## src/rtl/axis_fifo_pkg.sv

```systemverilog
// Shared types for the AXIS <-> FIFO bridge blocks.
// Holds the controller state enum, stats width and beat counter width helper.
package axis_fifo_pkg;

   typedef enum logic [1:0] {
      INIT = 2'd0,
      RECV = 2'd1,
      DROP = 2'd2
   } state_t;

   localparam int STATS_W = 16;

   // Wide enough to hold NUM_TO_WRITE-1 with one bit of headroom.
   function automatic int cnt_width(input int n);
      return $clog2(n) + 1;
   endfunction

endpackage

```

## src/rtl/axis_frame_len_checker.sv

```systemverilog
// Frame length checker: counts accepted beats and flags length errors.
// Ports: clk, rst, acc/tlast in; beat_cnt, frame_done, err_short, err_long, drop_req out.
module axis_frame_len_checker
   import axis_fifo_pkg::*;
#(
   parameter int NUM_TO_WRITE = 10,
   localparam int CW = cnt_width(NUM_TO_WRITE)
) (
   input  logic          clk,
   input  logic          rst,
   input  logic          acc,
   input  logic          tlast,
   output logic [CW-1:0] beat_cnt,
   output logic          frame_done,
   output logic          err_short,
   output logic          err_long,
   output logic          drop_req
);

   localparam logic [CW-1:0] LAST = CW'(NUM_TO_WRITE - 1);

   logic at_last;

   assign at_last  = (beat_cnt == LAST);
   // Beat NUM_TO_WRITE without tlast: the rest of the frame must be dropped.
   assign drop_req = acc & at_last & ~tlast;

   always_ff @(posedge clk) begin
      if (rst) begin
         beat_cnt   <= '0;
         frame_done <= 1'b0;
         err_short  <= 1'b0;
         err_long   <= 1'b0;
      end else begin
         frame_done <= 1'b0;
         err_short  <= 1'b0;
         err_long   <= 1'b0;
         if (acc) begin
            if (at_last) begin
               beat_cnt   <= '0;
               frame_done <= tlast;
               err_long   <= ~tlast;
            end else if (tlast) begin
               beat_cnt  <= '0;
               err_short <= 1'b1;
            end else begin
               beat_cnt <= beat_cnt + 1'b1;
            end
         end
      end
   end

endmodule

```

## src/rtl/axis_fifo_writer.sv

```systemverilog
// AXI4-Stream slave writing fixed-length frames into a synchronous FIFO.
// Ports: clk, rst; s_axis_tvalid/tready/tdata/tlast; din, wr_en, full;
// frame_done, err_short, err_long pulses; beat_cnt.
// Optional AXIS_FIFO_WRITER_STATS_EN adds good_frames, short_frames, long_frames.
module axis_fifo_writer
   import axis_fifo_pkg::*;
#(
   parameter int NUM_TO_WRITE = 10,
   parameter int DATA_WIDTH   = 16,
   localparam int CW = cnt_width(NUM_TO_WRITE)
) (
   input  logic                  clk,
   input  logic                  rst,
   input  logic                  s_axis_tvalid,
   output logic                  s_axis_tready,
   input  logic [DATA_WIDTH-1:0] s_axis_tdata,
   input  logic                  s_axis_tlast,
   output logic [DATA_WIDTH-1:0] din,
   output logic                  wr_en,
   input  logic                  full,
   output logic                  frame_done,
   output logic                  err_short,
   output logic                  err_long,
   output logic [CW-1:0]         beat_cnt
`ifdef AXIS_FIFO_WRITER_STATS_EN
   ,
   output logic [STATS_W-1:0]    good_frames,
   output logic [STATS_W-1:0]    short_frames,
   output logic [STATS_W-1:0]    long_frames
`endif
);

   state_t state;
   state_t state_nxt;
   logic   acc;
   logic   acc_recv;
   logic   drop_req;

   assign acc      = s_axis_tvalid & s_axis_tready;
   assign acc_recv = acc & (state == RECV);
   assign wr_en    = acc_recv;
   assign din      = s_axis_tdata;

   always_ff @(posedge clk) begin
      if (rst) state <= INIT;
      else     state <= state_nxt;
   end

   always_comb begin
      state_nxt = state;
      unique case (state)
         INIT:    state_nxt = RECV;
         RECV:    if (drop_req) state_nxt = DROP;
         DROP:    if (acc && s_axis_tlast) state_nxt = RECV;
         default: state_nxt = INIT;
      endcase
   end

   // Ready is forced low during reset so nothing is accepted mid-reset.
   always_comb begin
      s_axis_tready = 1'b0;
      if (!rst) begin
         unique case (state)
            INIT:    s_axis_tready = 1'b0;
            RECV:    s_axis_tready = ~full;
            DROP:    s_axis_tready = 1'b1;
            default: s_axis_tready = 1'b0;
         endcase
      end
   end

   axis_frame_len_checker #(
      .NUM_TO_WRITE(NUM_TO_WRITE)
   ) u_chk (
      .clk       (clk),
      .rst       (rst),
      .acc       (acc_recv),
      .tlast     (s_axis_tlast),
      .beat_cnt  (beat_cnt),
      .frame_done(frame_done),
      .err_short (err_short),
      .err_long  (err_long),
      .drop_req  (drop_req)
   );

`ifdef AXIS_FIFO_WRITER_STATS_EN
   always_ff @(posedge clk) begin
      if (rst) begin
         good_frames  <= '0;
         short_frames <= '0;
         long_frames  <= '0;
      end else begin
         if (frame_done && good_frames != '1)
            good_frames <= good_frames + 1'b1;
         if (err_short && short_frames != '1)
            short_frames <= short_frames + 1'b1;
         if (err_long && long_frames != '1)
            long_frames <= long_frames + 1'b1;
      end
   end
`endif

endmodule
```

## config.mk

```make
export PLATFORM = sky130hd
export DESIGN_NAME = axis_fifo_writer
export DESIGN_NICKNAME = d
export VERILOG_FILES = /design/src/rtl/axis_fifo_pkg.sv /design/src/rtl/axis_frame_len_checker.sv /design/src/rtl/axis_fifo_writer.sv
export SDC_FILE = /design/constraint.sdc
export NUM_CORES = 1
export LEC_CHECK = 0
export BUFFER_PORTS_ARGS = -buffer_cell sky130_fd_sc_hd__buf_2
export CAP_MARGIN = 20
export CORE_ASPECT_RATIO = 1.2
export CORE_UTILIZATION = 25
export DETAILED_ROUTE_END_ITERATION = 12
export GPL_TIMING_DRIVEN = 1
export PLACE_DENSITY = 0.5
export SLEW_MARGIN = 20
export SYNTH_ARGS = -nofsm -noshare
export SYNTH_HDL_FRONTEND = slang
export SYNTH_SLANG_ARGS = --single-unit
```

## constraint.sdc

```tcl
create_clock -name clk -period 4.7 [get_ports clk]
set_clock_uncertainty 0.15 [all_clocks]
set_input_delay 0.705 -clock clk [delete_from_list [all_inputs] [get_ports clk]]
set_output_delay 0.705 -clock clk [all_outputs]
set_load 0.01 [all_outputs]
```

---- Word level (Yosys, flattened, before mapping) ----
Index checks and enable logic that the tools add are counted.
word-level totals
  output and inout bits ................... 26
  input port bits ......................... 21
  flip-flop bits (word level) ............. 10
operators by class
  bitwise logic cells ..................... 8
  reductions and logical operators ........ 5
  multiplexer cells ....................... 8
  equal/unequal tests ..................... 5
  add/sub/neg operators ................... 1
operators with widths
  cell                 number
  $mux 5               2
  $pmux 2 s3           1
  $reduce_or 3->1      2
  $add 5x1->5 const B  1
  $eq 5x4->1 const B   1
  $and 1x1->1          4
  $mux 2               2
  $ne 2x2->1 const B   2
  $not 1->1            4
  $eq 2x1->1 const B   1
  $eq 2x2->1 const B   1
  $logic_not 2->1      1
  $mux 1               2
  $pmux 1 s2           1
  $reduce_and 2->1     1
  $logic_and 1x1->1    1

---- Depth between registers and ports, before layout ----
Gate-level depths: netlist of run 1.
  depth in word-level cells ............... 9
  depth in mapped cells ................... 7

---- Modules after synthesis ----
Synthesis of run 1 repeated with hierarchy kept, for this count alone.
unflattened totals
  cell total of the unflattened synthesis .. 76
  area total of the unflattened synthesis .. 740.7 µm²
by module, submodules not included
  module                  area an instance (µm²)  seq. area each (µm²)  cells an instance  instances
  axis_frame_len_checker  395.4                   160.2                 35                 1
  axis_fifo_writer        345.3                   40.0                  41                 1

---- Worst setup path before layout of run 1 ----
No wires, ideal clock.
  path type ............................... flip-flop to output port
  from .................................... reg state[0]
  to ...................................... out wr_en
  required time ........................... 3.845 ns
  data arrival time ....................... 1.238 ns
  stages on the path, launching flop included .. 6
  path slack .............................. 2.607 ns
  buffers on the path ..................... 0
  cell sequence ........................... dfxtp_1 -> inv_1 -> ha_1 -> and3b_1 -> nand3_2 -> clkinv_1
on the way
  word-level cells in the longest chain between the ends .. 5
  elaborated cells on any way between the ends .. 6
  classes of those cells .................. eq/ne (2); mux (2); bitwise (2)
RTL lines
  element                                   line                                            RTL
  start, declared                           axis_fifo_writer.sv:33                          state_t state;
  start signal, assigned                    axis_fifo_writer.sv:46                          else state <= state_nxt;
  $eq 2x2->1 or $eq 2x1->1 (tied branches)  axis_fifo_writer.sv:63, axis_fifo_writer.sv:40
  $pmux 1 s2                                axis_fifo_writer.sv:63                          unique case (state)
  $mux 1                                    axis_fifo_writer.sv:62                          if (!rst) begin
  $and 1x1->1                               axis_fifo_writer.sv:39                          assign acc = s_axis_tvalid & s_axis_tready;
  $and 1x1->1 *                             axis_fifo_writer.sv:40                          assign acc_recv = acc & (state == RECV);
  end, declared                             axis_fifo_writer.sv:19                          output logic wr_en,
Mark *: on every way between the ends. The rest lies on a longest branch, timed or not.

---- Final worst setup path of run 1 ----
Ends and elaborated chain as after synthesis.

==> qor.txt, run 1 <==
Mapped Cells = 86
H-tree depth = 1
Setup TNS = 0 ns
Final Wtd Congestion = 0.786
Fill count = 303
Worst skew pair latency = 0.28 ns
Layout cell share with drive strength beyond 1 = 21.8%
Net Switching = 0.0829 mW
Resize count post-CTS = 0
Critical path type = reg2out
Internal = 0.172 mW
First DRT Iteration DRCs = 1
CTS tree = built
Clock transition at the registers of the reported paths = 0.07 ns
Flop pwr share = 39.5%
Crit start category = flip-flop
Layout Nets = 116
Crit path largest cell delay = 0.41 ns
Post-Syn Nets = 114
Slowest cell on the critical path = dfxtp_1
Synth async-reset ratio = 0%
Initial antenna violation count = 0
R2R setup slack = 2.69 ns
Core ar. = 2600 um2
Leak pwr = 0.319 nW
Fin crit share = 57.5%
Antenna-violating nets left = 0
Global route total overflow = 0
Clock Path Buffers = 2
Relative slew slack = 75.9%
Cell Chain, Critical Path = inv_1 > ha_1 > and3b_1 > nand3_2 > clkinv_1 > buf_2
Final hold vios = 0
Seq cells post-synth = 10
Cell area after layout = 728 um2
Reg2Reg Depth = 6
Syn Area/Cell = 8.19 um2
Most frequent cells after synthesis = buf_4 (16), dfxtp_1 (10), ha_1 (7), nor2_1 (7), nand3_1 (6)
Netlist Area Pre-Place = 704 um2
Die Span X = 50.5 um
EDFF count, synth = 0
Share of the synthesized area in the top cell type = 28.4%
Vias in the first global route = 554
Worst Path Required = 3.85 ns
Final Max Tran Viols = 0
PD cells = 350 nW/um2
Io pins = 47
Vias/cell = 4.84
Top_reg_cell synth = dfxtp_1
RSZ-0062 raised after global routing = no
Vias = 581
Synth cell types = 27
Final setup viols = 0
Clk pwr share = 32.1%
Port bufs = 14
Setup crit end kind = primary output
Starting density of the core = 27.1%
Total Wirelength = 1480 um
Reg2reg end = u_chk.beat_cnt[3]
Dpl hpwl = 1180 um
Worst-Margin Slew = 0.356 ns
Remaining DRCs = 0
Most numerous cell in the Yosys netlist = buf_4
Max_cap viols = 0
Die height = 60.2 um
DRT Pass-1 Iters = 3
Worst VDD drop = 85.3 uV
N_diodes = 0
Crit path time final = 2.70 ns
WL/cell = 12.3 um
Comb pwr share = 28.5%
Worst R2R Start = state[0]
Critical Path Source = state[0]
First-pass GRT wire length = 2330 um
Worst Hold Class = reg2reg
Clock root buffer master = clkbuf_4
Seq/Total Area, Yosys = 28.4%
Top cells by area, synth = dfxtp_1 (28%), buf_4 (17%), ha_1 (12%)
CP endpoint = wr_en
Switching share of power = 32.5%
Die area = 3030 um2
Clock Sinks = 10
FMAX = 370 MHz
Row Count = 20
Area Overhead vs Synth = 3.37%
Arrival @ worst endpoint = 1.85 ns
Overall Global Routing Usage = 11.0%
Status = complete, no violations
CP max FO = 8
Setup bufs post-CTS = 0
CTS Buf Count = 3
CTS Hold Bufs = 0
Largest net degree at the start of global routing = 14
Area after DPL = 692 um2
Ys Warns = 0
Leading area contributor after synthesis = dfxtp_1
==> worst max-delay path: cells and delay by family, from the launching register on <==
family	cells	cell delay (ns)
flops	1	0.41
fa+ha+maj	1	0.33
simple gates	2	0.33
buf+inv	3	0.51
==> placed cells by master, fill, tap and decap left out, types with 2 or more instances in the layout <==
| cell | instances |
|---|---|
| buf_2 | 14 |
| dfxtp_1 | 10 |
| nor2_1 | 7 |
| ha_1 | 7 |
| nand3_1 | 6 |
| inv_1 | 5 |
| nand2b_1 | 4 |
| a21oi_1 | 4 |
| nand2_1 | 4 |
| a31oi_1 | 3 |
| clkbuf_4 | 3 |
| nand3b_1 | 2 |
| o21ai_0 | 2 |
| mux2i_1 | 2 |
==> layout make-up <==
type	count	area [um2]	area share [%]
timing repair buffer	14	70.1	9.62
clock buffer	4	36.3	4.98
tap	33	41.3	5.67
sequential	10	200	27.5
inverter	6	22.5	3.09
multi-input combinational	53	358	49.1
==> routing by layer <==
metal  global-route usage, %  part of all wire, %
met4                    13.9                  4.1
met5                       0                    0
met3                    2.80                  7.2
met2                    19.0                   55
met1                    9.37                   34
==> state kept, by name, summed over array words and instances, names as in the netlist <==
name / flops
u_chk.beat_cnt: 5
state: 2
u_chk.err_long: 1
u_chk.err_short: 1
u_chk.frame_done: 1
==> power groups by stage <==
stage	Clock, mW	Combinational [mW]	Sequential (mW)
floorplan	0	0.0697	0.101
global placement	0	0.0707	0.102
detailed placement	0	0.0739	0.103
CTS	0.0832	0.0741	0.101
global route	0.0870	0.0834	0.101
finish	0.0816	0.0726	0.100
==> worst min path at each step <==
stage,start,slack [ns],cells past startpoint,end
2_1_floorplan,state[1],0.33,2,state[1]
3_3_place_gp,state[1],0.36,2,state[1]
3_5_place_dp,state[1],0.37,2,state[1]
4_1_cts,state[1],0.38,2,state[1]
5_1_grt,state[1],0.40,2,state[1]
6_report,state[1],0.37,2,state[1]
==> logic make-up (layout without fill, tap and decap cells) <==
family	count (synthesis)	count (layout)	share of synthesized area, %
and+or+nand+nor	34	34	27.5
AOI/OAI and AO/OA	10	10	7.99
adders and majority gates	7	7	12.4
muxes	2	2	2.84
buffers and inverters	23	24	20.8
DFF	10	10	28.4
==> through the flow <==
step	setup slack, ns	power (mW)	hold WS, ns	instances	util, %
4_1_cts	1.98	0.258	0.380	120	28.0
2_1_floorplan	2.61	0.171	0.334	86	-
3_5_place_dp	2.18	0.177	0.370	116	26.6
3_3_place_gp	2.20	0.173	0.362	116	26.6
5_1_grt	1.85	0.272	0.402	120	28.0
6_report	2.00	0.255	0.372	120	28.0
No activity file was read; power rests on OpenSTA's default activity.
==> run 2, diff against run 1 <==
==> constraint.sdc (replaced) <==
create_clock -name clk -period 2.7 [get_ports clk]
set_clock_uncertainty 0.15 [all_clocks]
set_input_delay 0.405 -clock clk [delete_from_list [all_inputs] [get_ports clk]]
set_output_delay 0.405 -clock clk [all_outputs]
set_load 0.01 [all_outputs]
==> run 2 against run 1 <==
Against the previous run:
- die area is the same
- sequential share of layout area did not move
- critical path depth unchanged
- largest power group unchanged
==> qor.txt, run 2 (synthesis gave the netlist of run 1 again) <==
FMAX = 417 MHz
H-tree depth = 1 (unchanged)
Resize count post-CTS = 0 (unchanged)
Remaining DRCs = 0 (unchanged)
Setup TNS = 0 ns (unchanged)
Final Max Tran Viols = 0 (unchanged)
Biggest register = u_chk.beat_cnt
CP max FO = 8 (unchanged)
Critical path type = reg2out
Non-Filler Instances = 120 (unchanged)
Area Overhead vs Synth = 3.37% (unchanged)
Commonest non-fill, non-tap cell in the layout = buf_2
Worst VDD drop = 166 uV (+95%)
Status = complete, no violations
Die height = 60.2 um (unchanged)
Most frequent cells in the layout = buf_2 (14), dfxtp_1 (10), nor2_1 (7), ha_1 (7), nand3_1 (6)
First DRT Iteration DRCs = 10 (+9)
Initial antenna violation count = 0 (unchanged)
Core ar. = 2600 um2 (unchanged)
Worst Path Required = 2.14 ns (-1.71 ns)
Final hold vios = 0 (unchanged)
CTS Buf Count = 3 (unchanged)
Placed cells = 116 (unchanged)
CTS Hold Bufs = 0 (unchanged)
Overall Global Routing Usage = 9.63% (-1.4 points)
RSZ-0062 raised after global routing = no
N_diodes = 0 (unchanged)
Layout Nets = 116 (unchanged)
Clock transition at the registers of the reported paths = 0.08 ns (about the same)
Dpl hpwl = 1070 um (-9.2%)
Io pins = 47 (unchanged)
Largest regs = u_chk.beat_cnt: 5 flops, state: 2 flops
Vias/cell = 4.67 (-3.6%)
Worst-Margin Slew = 0.361 ns (+0.00479 ns)
Max_cap viols = 0 (unchanged)
Row Count = 20 (unchanged)
Total Wirelength = 1390 um (-5.9%)
Worst Hold Class = in2reg
Vias in the first global route = 499 (-9.9%)
Layout cell share with drive strength beyond 1 = 21.8% (unchanged)
DRT Pass-1 Iters = 4 (+1)
Final setup viols = 0 (unchanged)
WL/cell = 11.6 um (-5.9%)
Leak pwr = 0.319 nW (unchanged)
Worst skew pair latency = 0.28 ns (about the same)
Clock Sinks = 10 (unchanged)
Fill count = 302 (-0.33%)
Setup bufs post-CTS = 0 (unchanged)
Relative slew slack = 75.8% (-0.084 points)
Antenna-violating nets left = 0 (unchanged)
Final Wtd Congestion = 0.772 (-1.9%)
Arrival @ worst endpoint = 1.84 ns (about the same)
Largest net degree at the start of global routing = 14 (unchanged)
Die Span X = 50.5 um (unchanged)
Setup crit end kind = primary output
Vias = 560 (-3.6%)
Die area = 3030 um2 (unchanged)
CTS tree = built
Number of flip-flops under the largest register name = 5 (unchanged)
Clock root buffer master = clkbuf_4
Crit start category = flip-flop
Global route total overflow = 0 (unchanged)
Crit path time final = 2.40 ns
Port bufs = 14 (unchanged)
Fin crit share = 88.9%
Starting density of the core = 27.1% (unchanged)
Clock Path Buffers = 2 (unchanged)
First-pass GRT wire length = 2100 um (-9.8%)
PD cells = 614 nW/um2 (+76%)
-- run 2: worst max-delay path: stages, from the launching register on --
cell	delay, ns
dfxtp_1	0.40
inv_1	0.09
ha_1	0.33
and3b_1	0.21
nand3_2	0.12
clkinv_1	0.21
buf_2	0.21
-- run 2: layout make-up --
| cell class | count | area [um2] | share of cell area [%] |
|---|---|---|---|
| multi-input combinational | 53 | 358 | 49.1 |
| sequential | 10 | 200 | 27.5 |
| timing repair buffer | 14 | 70.1 | 9.62 |
| tap | 33 | 41.3 | 5.67 |
| clock buffer | 4 | 36.3 | 4.98 |
| inverter | 6 | 22.5 | 3.09 |
-- run 2: metal layers --
layer,vias to the layer above,track usage [%],part of all wire [%]
met5,-,0,0
met4,0,10.7,3.5
met3,5,2.04,9.0
met2,26,18.3,51
met1,253,7.66,36
li1,276,-,-
-- run 2: stage by stage --
| stage | hold slack, ns | util (%) | setup slack, ns | area [um2] | power (mW) |
|---|---|---|---|---|---|
| 3_5_place_dp | 0.359 | 26.6 | 0.593 | 692 | 0.308 |
| 5_1_grt | 0.263 | 28.0 | 0.183 | 728 | 0.475 |
| 6_report | 0.268 | 28.0 | 0.300 | 728 | 0.447 |
| 4_1_cts | 0.269 | 28.0 | 0.292 | 728 | 0.452 |
| 2_1_floorplan | 0.334 | - | 0.864 | 704 | 0.297 |
| 3_3_place_gp | 0.357 | 26.6 | 0.655 | 692 | 0.302 |
-- run 2: path summary, 6_finish.rpt --
kind	cells after the start	start	slack, ns	endpoint
setup / recovery	6	state[0]	0.30	wr_en
hold / removal	3	s_axis_tlast	0.27	u_chk.err_short
setup reg to reg	6	state[0]	0.73	u_chk.beat_cnt[3]
hold reg to reg	2	u_chk.beat_cnt[1]	0.36	u_chk.beat_cnt[1]
-- run 2: power by group --
group | internal, mW | switching (mW) | leakage (nW) | total, mW
sequential | 0.160 | 0.0140 | 0.0810 | 0.174
clock | 0.0821 | 0.0622 | 0.0210 | 0.144
combinational | 0.0575 | 0.0715 | 0.217 | 0.129
